## src/rtl/pid_sched_pkg.sv

```systemverilog
// Shared state encodings, fault codes and default timing constants for the
// balance/position control-loop scheduler.
package pid_sched_pkg;

    typedef enum logic [2:0] {
        S_IDLE      = 3'd0,
        S_WAIT_TICK = 3'd1,
        S_SAMPLE    = 3'd2,
        S_LATCH     = 3'd3,
        S_SETTLE    = 3'd4,
        S_UPDATE    = 3'd5,
        S_FAULT     = 3'd6
    } sched_state_t;

    typedef enum logic [1:0] {
        FC_NONE     = 2'd0,
        FC_ANGLE    = 2'd1,
        FC_TIMEOUT  = 2'd2,
        FC_OVERRUN  = 2'd3
    } fault_code_t;

    localparam int DEF_TICK_DIV    = 50000;
    localparam int DEF_POS_RATIO   = 5;
    localparam int DEF_SETTLE      = 3;
    localparam int DEF_PWM_MAX     = 7000;
    localparam int DEF_ANGLE_LIMIT = 1000;
    localparam int DEF_ADC_TIMEOUT = 255;

endpackage

```

## src/rtl/pwm_saturate.sv

```systemverilog
// Symmetric signed clamp of the raw motor command to +/-PWM_MAX.
module pwm_saturate #(
    parameter int PWM_MAX = 7000
) (
    input  logic signed [15:0] raw,
    output logic signed [15:0] sat
);

    localparam logic signed [15:0] HI = 16'(PWM_MAX);
    localparam logic signed [15:0] LO = -HI;

    always_comb begin
        sat = raw;
        if (raw > HI)
            sat = HI;
        else if (raw < LO)
            sat = LO;
    end

endmodule

```

## src/rtl/pid_loop_scheduler.sv

```systemverilog
// Sequences one control period: wait for tick, fetch an ADC angle, latch the
// datapath inputs, let the datapath settle, then publish the clamped command.
module pid_loop_scheduler
    import pid_sched_pkg::*;
#(
    parameter int TICK_DIV    = DEF_TICK_DIV,
    parameter int POS_RATIO   = DEF_POS_RATIO,
    parameter int SETTLE      = DEF_SETTLE,
    parameter int PWM_MAX     = DEF_PWM_MAX,
    parameter int ANGLE_LIMIT = DEF_ANGLE_LIMIT,
    parameter int ADC_TIMEOUT = DEF_ADC_TIMEOUT
) (
    input  logic               clk,
    input  logic               rst,
    input  logic               enable,
    output logic               adc_req,
    input  logic               adc_ack,
    input  logic [15:0]        adc_data,
    input  logic [15:0]        enc_count,
    input  logic [15:0]        zhongzhi,
    input  logic signed [15:0] motor_raw,
    output logic [15:0]        sensor_q,
    output logic [15:0]        posi_sensor_q,
    output logic signed [15:0] motor_out,
    output logic               motor_valid,
    output logic               pos_update,
    output logic               fault,
    output logic [1:0]         fault_code,
    output logic [2:0]         state
);

    localparam int TW = $clog2(TICK_DIV + 1);
    localparam int PW = $clog2(POS_RATIO + 1);
    localparam int SW = $clog2(SETTLE + 1);
    localparam int AW = $clog2(ADC_TIMEOUT + 1);

    sched_state_t      cur_state, next_state;
    fault_code_t       code, next_code;
    logic [TW-1:0]     tick_cnt;
    logic [PW-1:0]     period_cnt;
    logic [SW-1:0]     settle_cnt;
    logic [AW-1:0]     wait_cnt;
    logic [15:0]       enc_prev;
    logic              running, tick, ang_fault;
    logic signed [16:0] ang_diff, ang_abs;
    logic signed [15:0] motor_sat;

    pwm_saturate #(.PWM_MAX(PWM_MAX)) u_sat (
        .raw (motor_raw),
        .sat (motor_sat)
    );

    assign running   = (cur_state != S_IDLE) && (cur_state != S_FAULT);
    assign tick      = running && (tick_cnt == TW'(TICK_DIV - 1));
    assign ang_diff  = $signed({adc_data[15], adc_data}) - $signed({zhongzhi[15], zhongzhi});
    assign ang_abs   = (ang_diff < 0) ? -ang_diff : ang_diff;
    assign ang_fault = ang_abs > $signed(17'(ANGLE_LIMIT));

    assign adc_req    = (cur_state == S_SAMPLE);
    assign fault      = (cur_state == S_FAULT);
    assign fault_code = code;
    assign state      = cur_state;

    always_ff @(posedge clk or posedge rst) begin
        if (rst)
            cur_state <= S_IDLE;
        else
            cur_state <= next_state;
    end

    // Disable wins over everything outside FAULT; overrun outranks the
    // SAMPLE-local causes, and timeout/angle are mutually exclusive on adc_ack.
    always_comb begin
        next_state = cur_state;
        next_code  = FC_NONE;
        if (running && !enable) begin
            next_state = S_IDLE;
        end else if (tick && cur_state != S_WAIT_TICK) begin
            next_state = S_FAULT;
            next_code  = FC_OVERRUN;
        end else begin
            case (cur_state)
                S_IDLE:      if (enable) next_state = S_WAIT_TICK;
                S_WAIT_TICK: if (tick) next_state = S_SAMPLE;
                S_SAMPLE: begin
                    if (!adc_ack) begin
                        if (wait_cnt == AW'(ADC_TIMEOUT - 1)) begin
                            next_state = S_FAULT;
                            next_code  = FC_TIMEOUT;
                        end
                    end else if (ang_fault) begin
                        next_state = S_FAULT;
                        next_code  = FC_ANGLE;
                    end else begin
                        next_state = S_LATCH;
                    end
                end
                S_LATCH:     next_state = S_SETTLE;
                S_SETTLE:    if (settle_cnt == SW'(SETTLE - 1)) next_state = S_UPDATE;
                S_UPDATE:    next_state = S_WAIT_TICK;
                S_FAULT:     if (!enable) next_state = S_IDLE;
                default:     next_state = S_IDLE;
            endcase
        end
    end

    always_ff @(posedge clk or posedge rst) begin
        if (rst) begin
            tick_cnt      <= '0;
            period_cnt    <= '0;
            settle_cnt    <= '0;
            wait_cnt      <= '0;
            enc_prev      <= '0;
            sensor_q      <= '0;
            posi_sensor_q <= '0;
            motor_out     <= '0;
            motor_valid   <= 1'b0;
            pos_update    <= 1'b0;
            code          <= FC_NONE;
        end else begin
            motor_valid <= 1'b0;
            pos_update  <= 1'b0;

            if (!running || tick)
                tick_cnt <= '0;
            else
                tick_cnt <= tick_cnt + TW'(1);

            wait_cnt   <= (cur_state == S_SAMPLE) ? wait_cnt + AW'(1) : '0;
            settle_cnt <= (cur_state == S_SETTLE) ? settle_cnt + SW'(1) : '0;

            if (cur_state == S_IDLE && next_state == S_WAIT_TICK) begin
                enc_prev   <= enc_count;
                period_cnt <= '0;
            end

            // adc_data is only valid with adc_ack, so the latch is taken on
            // that edge and the LATCH cycle presents it to the datapath.
            if (cur_state == S_SAMPLE && next_state == S_LATCH) begin
                sensor_q <= adc_data;
                if (period_cnt == PW'(POS_RATIO - 1)) begin
                    posi_sensor_q <= enc_count - enc_prev;
                    enc_prev      <= enc_count;
                    pos_update    <= 1'b1;
                    period_cnt    <= '0;
                end else begin
                    period_cnt <= period_cnt + PW'(1);
                end
            end

            // Command and its strobe land together for the UPDATE cycle.
            if (cur_state == S_SETTLE && next_state == S_UPDATE) begin
                motor_out   <= motor_sat;
                motor_valid <= 1'b1;
            end else if (next_state == S_IDLE || next_state == S_FAULT) begin
                motor_out <= '0;
            end

            if (next_state == S_FAULT && cur_state != S_FAULT)
                code <= next_code;
            else if (next_state == S_IDLE)
                code <= FC_NONE;
        end
    end

endmodule

```

## config.mk

```make
export PLATFORM = sky130hd
export DESIGN_NAME = pid_loop_scheduler
export DESIGN_NICKNAME = d
export VERILOG_FILES = /design/src/rtl/pid_sched_pkg.sv /design/src/rtl/pwm_saturate.sv /design/src/rtl/pid_loop_scheduler.sv
export SDC_FILE = /design/constraint.sdc
export NUM_CORES = 1
export LEC_CHECK = 0
export ABC_AREA = 1
export ABC_CLOCK_PERIOD_IN_PS = 2950
export BUFFER_PORTS_ARGS = -buffer_cell sky130_fd_sc_hd__buf_2
export CORE_ASPECT_RATIO = 1.1
export CORE_MARGIN = 5
export CORE_UTILIZATION = 45
export DETAILED_ROUTE_END_ITERATION = 8
export PLACE_DENSITY_LB_ADDON = 0.25
export SYNTH_ARGS = -nofsm -noshare
export SYNTH_HDL_FRONTEND = slang
export SYNTH_SLANG_ARGS = --single-unit
```

## constraint.sdc

```tcl
create_clock -name clk -period 2.95 [get_ports clk]
set_input_delay 0.4425 -clock clk [delete_from_list [all_inputs] [get_ports clk]]
set_output_delay 0.4425 -clock clk [all_outputs]
set_load 0.02 [all_outputs]
```

**After elaboration in Yosys (flattened, before gate mapping)**

Index checks and enable logic that the tools add are counted.
W data, S select, Z words.

- Bits in registers: 100
- Input bits: 68
- Output and inout port bits: 57
- Logic and storage cells: 93

- Add/sub/neg operators: 7
- Magnitude comparators: 4
- Equal/unequal tests: 16
- Mux-type cells: 35
- Reductions and logical operators: 19

Operators by type and width:

| cell | count |
|---|---|
| $mux W16 | 8 |
| $mux W3 | 12 |
| $pmux W3 S7 | 1 |
| $eq A3 B3 Y1 const B | 6 |
| $gt A17 B11 Y1 const B | 1 |
| $lt A17 B1 Y1 const B | 1 |
| $mux W17 | 1 |
| $neg A17 Y17 | 1 |
| $sub A16 B16 Y17 | 1 |
| $add A16 B1 Y16 const B | 1 |
| $eq A16 B16 Y1 const B | 1 |
| $gt A16 B14 Y1 const B | 1 |
| $lt A16 B14 Y1 const B | 1 |
| $mux W2 | 8 |
| $sub A16 B16 Y16 | 1 |
| $eq A3 B2 Y1 const B | 3 |
| $add A8 B1 Y8 const B | 1 |
| $eq A8 B8 Y1 const B | 1 |
| $logic_and A1 B1 Y1 | 8 |
| $mux W8 | 1 |
| $eq A3 B1 Y1 const B | 2 |
| $logic_not A3 Y1 | 2 |
| $reduce_bool A2 Y1 | 3 |
| $mux W1 | 4 |
| 9 further kinds | 11 |

**Logic depth before layout (Yosys ltp)**

- Depth in word-level cells: 14
- Mapped depth: 30
- Mapped depth without buffers: 28

**Hierarchy**

A second synthesis with hierarchy kept.

- Cell total of the unflattened synthesis: 1100
- Area, all modules: 7524.7 um^2

By module, submodules not included:

| module | times used | cells an instance | area each (um^2) | seq. area each (um^2) |
|---|---|---|---|---|
| pid_loop_scheduler | 1 | 1014 | 7150.6 | 2502.4 |
| pwm_saturate | 1 | 86 | 374.1 | 0.0 |

**Worst setup path before layout**

OpenSTA, ideal clock, no wires.

- Path kind: in2reg
- Start: input adc_data[0]
- End: register posi_sensor_q[3]
- Setup time: 0.121 ns
- Data arrival time: 3.148 ns
- Data required time: 2.829 ns
- Setup slack: -0.319 ns
- Stages: 26
- Path buffers: 1
- Cell sequence: inv_1 > ha_1 > fa_1 > ha_1 > inv_1 > a21oi_1 > nand3_1 > nor2_1 > nand2_2 > nor2_2 > nand2_1 > nand3_2 > nand2_1 > nor2_1 > nand2_1 > nor2_1 > nand3_1 > nand2_1 > nand2_1 > nand2_2 > nand2_4 > nor2_8 > nand2_4 > buf_6 > nand2_1 > o21ai_2

- Word-level cells in the longest chain between the ends: 12
- Elaborated cells between the ends (all ways): 13
- Classes of those cells: 2 x add/sub; 2 x order compare; 1 x eq/ne; 6 x mux; 2 x reduce/logical

Ends and longest elaborated chain:

| what | RTL line | RTL |
|---|---|---|
| start: declaration | pid_loop_scheduler.sv:18 | `input logic [15:0] adc_data,` |
| $sub A16 B16 Y17 * | pid_loop_scheduler.sv:55 | `assign ang_diff = $signed({adc_data[15], adc_data}) - $signed({zhongzhi[15], zhongzhi});` |
| $neg A17 Y17 / $lt A17 B1 Y1 (equally long branches) | pid_loop_scheduler.sv:56 | `assign ang_abs = (ang_diff < 0) ? -ang_diff : ang_diff;` |
| $mux W17 * | pid_loop_scheduler.sv:56 |  |
| $gt A17 B11 Y1 * | pid_loop_scheduler.sv:57 | `assign ang_fault = ang_abs > $signed(17'(ANGLE_LIMIT));` |
| $mux W3 * | pid_loop_scheduler.sv:91 | `end else if (ang_fault) begin` |
| $mux W3 * | pid_loop_scheduler.sv:86 | `if (!adc_ack) begin` |
| $pmux W3 S7 * | pid_loop_scheduler.sv:82 | `case (cur_state)` |
| $mux W3 * | pid_loop_scheduler.sv:78 | `end else if (tick && cur_state != S_WAIT_TICK) begin` |
| $mux W3 * | pid_loop_scheduler.sv:76 | `if (running && !enable) begin` |
| $eq A3 B2 Y1 * | pid_loop_scheduler.sv:139 | `if (cur_state == S_SAMPLE && next_state == S_LATCH) begin` |
| $logic_and A1 B1 Y1 * | pid_loop_scheduler.sv:139 |  |
| $reduce_and A2 Y1 (no source line) * | n/a |  |
| end signal: assignment | pid_loop_scheduler.sv:142 | `posi_sensor_q <= enc_count - enc_prev;` |
| end: declaration | pid_loop_scheduler.sv:23 | `output logic [15:0] posi_sensor_q,` |

Mark *: on every way between the ends. The rest lies on a longest branch, timed or not.
A chain may end at the register's enable or synchronous reset.

**Worst setup path in the final report**

- Start: input adc_data[0]
- End: register posi_sensor_q[11]

Same word-level chain as after synthesis.

==> metrics.txt <==
GRT Overall Usage=19.0%; main flop type after synthesis=dfrtp_1; Die Height=about 140 um; clock slew at reported path FFs=0.07 ns; failing checks=negative setup slack; syn_area_per_cell=roughly 7 um2; Syn Nets=between 1000 and 1500; final core utilization=between 60 and 70%; total CTS buffers=9; clock skew=around 0.012 ns; Clock Tree Root=clkbuf_16; reg-to-reg startpoint=enc_prev[2]; WS Path Type=in -> reg; Fmax achieved=~0.33 GHz; H-tree depth=3; PwrDens=around 540 nW/um2; initial antenna violation count=0; Post-synth EDFFs=0; worst hold path class=in -> async; router iterations before antenna repair=5; share of layout cells above drive strength 1=29.6%; Core Area=15800 um2; share of flip-flops with an asynchronous set or reset=100%; Layout Nets=1359; RSZ-0062 raised after global routing=true; outcome=finished, violations left; hold buffers post-CTS=0; Cells after Synth=around 1000; critical path launch point type=input port; peak supply drop=about 0.28 mV; worst setup margin=-0.112 ns; initial DRC count=approximately 330; Pleak=between 0.005 and 0.006 uW; row cnt=48; Worst-Skew Late Latency=0.35 ns; clk sinks=100; Initial Utilization=roughly 46%; vias post-DR=7127; synth unique cells=44; die footprint=18800 um2; largest net degree at the start of global routing=about 100; reg-to-reg endpoint=posi_sensor_q[15]; maximum fanout along the worst path=8; max-slew violation count=0; Routed WL=about 18000 um; first-pass GRT wire length=between 30000 and 40000 um; crit path time final=a little over 3 ns; vias in the first global route=6705; sequential-to-total area share from yosys stat=roughly 34%; grt ovf=0; post-DR wirelength/cell=about 13 um; crit path DAT=~3.3 ns; chip width=131 um; buffers added on ports=approximately 120; most frequent cells in the layout=nand2_1, inv_1, buf_2; Period Utilization, post-route=104%; Worst setup EP type=flop; io pins=125; mapped cell area=7260 um2; dpl hpwl=approximately 14000 um; Area after DPL=8830 um2; via/cell ratio=4.89; Clock Tree Buf Depth=2; actual slew at the worst max-slew pin=between 0.6 and 0.7 ns; FILL cells=~1400; R2R cell count=14; yosys warns=0; max cap viols=0; flop and latch count out of synthesis=100; commonest non-fill, non-tap cell in the layout=nand2_1; final count of negative-setup-slack endpoints=between 60 and 70; area grow syn2layout=31.5%; relative slew slack=57.5%; gpl congestion=0.888; residual DRC count=0; final hold vios=0; post-route ant nets=0; worst path required time=~3.2 ns; flop2flop setup slack=between 0.3 and 0.4 ns; CTS tree=yes; Final Instance Area=about 9500 um2
==> synth_stat cells (9+ instances only) <==
cell type / instances / share of area, %
nand2_1: 334 / 17
inv_1: 165 / 8.5
dfrtp_1: 100 / 34
nand3_1: 77 / 5.3
nor2_1: 66 / 3.4
o21ai_0: 47 / 3.2
ha_1: 39 / 6.7
a21oi_1: 31 / 2.1
o21ai_2: 28 / 3.4
nor3_1: 18 / 1.2
xor2_1: 15 / 1.8
a21boi_0: 13 / 1.3
nand4_1: 11 / 0.95
buf_6: 9 / 1.4
==> sequential cells by signal (all words and copies together), names as in the netlist <==
| signal | count |
|---|---|
| motor_valid | 1 |
| sensor_q | 16 |
| motor_out | 16 |
| wait_cnt | 8 |
| settle_cnt | 2 |
| pos_update | 1 |
| fault_code | 2 |
| enc_prev | 16 |
| state | 3 |
| tick_cnt | 16 |
| period_cnt | 3 |
| posi_sensor_q | 16 |
==> worst max-delay path by stage <==
stage / start / to / slack (ns)
2_1_floorplan: adc_data[0] / posi_sensor_q[3] / -0.27
3_3_place_gp: adc_data[0] / posi_sensor_q[13] / -0.60
3_5_place_dp: adc_data[0] / motor_out[14] / -0.66
4_1_cts: adc_data[0] / posi_sensor_q[12] / -0.14
5_1_grt: adc_data[0] / motor_out[12] / -0.35
6_report: adc_data[0] / posi_sensor_q[11] / -0.11
==> what timing repair did <==
action,in CTS,in global routing
pin swaps,12,5
gates cloned,2,1
endpoints found under the setup margin,71,73
setup buffers,3,2
resized for setup,29,57
==> power by group <==
part | internal, uW | switching [uW] | leakage [uW]
Combinational | 1010 | 1410 | 0.00377
Sequential | 1530 | 72.6 | 0.00136
Clock | 585 | 561 | 0.000138
==> routing by layer <==
layer	vias to the layer above	wire, um	share of wire (%)	global-route usage [%]
met5	-	0	0	0
met4	0	507	2.8	6.62
met1	3223	8090	44	23.4
li1	3733	-	-	-
met2	135	9210	50	34.0
met3	36	606	3.3	3.00
==> area by class of cell <==
| class | instances | area, um2 | share of cell area, % |
|---|---|---|---|
| flip-flops and latches | 100 | 2500 | 26.2 |
| clock inverters | 7 | 58.8 | 0.616 |
| clock buffers | 9 | 225 | 2.36 |
| repair buffers | 221 | 1490 | 15.6 |
| well taps | 200 | 250 | 2.62 |
| multi-input cells | 748 | 4340 | 45.5 |
| diodes | 1 | 2.50 | 0.0262 |
| inverters | 170 | 671 | 7.02 |
==> worst max-delay path, stage by stage <==
cell	delay, ns
buf_12	0.09
inv_12	0.03
ha_4	0.15
fa_2	0.56
ha_4	0.13
inv_2	0.03
a21oi_2	0.10
nand3_2	0.09
nor2_2	0.10
nand2_2	0.07
nor2_4	0.13
nand3_2	0.11
nor4_1	0.27
nand2_1	0.11
nand2_1	0.08
nand2_1	0.06
nand2_2	0.09
nand2_4	0.07
nor2_8	0.15
nand2_8	0.10
buf_12	0.19
nand2_4	0.06
o21ai_2	0.05
==> per-stage QoR <==
step | hold WS [ns] | std cells | setup TNS (ns) | worst slack, ns | total power [uW]
global placement | 0.419 | 1431 | -40.93 | -0.604 | 3870
floorplan | 0.403 | 1039 | -15.81 | -0.268 | 3250
CTS | 0.271 | 1452 | -6.77 | -0.136 | 5100
finish | 0.220 | 1456 | -5.04 | -0.112 | 5160
global route | 0.302 | 1455 | -22.31 | -0.350 | 5570
detailed placement | 0.418 | 1431 | -44.25 | -0.657 | 3920
==> kinds of logic after synthesis <==
kind of cell | Yosys count | synth area share, %
and+or+nand+nor | 547 | 32.6
buffers and inverters | 191 | 11.1
AOI/OAI and AO/OA | 143 | 12.5
DFF | 100 | 34.5
adders and majority gates | 41 | 7.27
xor gates and xnor gates | 17 | 2.05
Power figures use the tool's default switching activity.
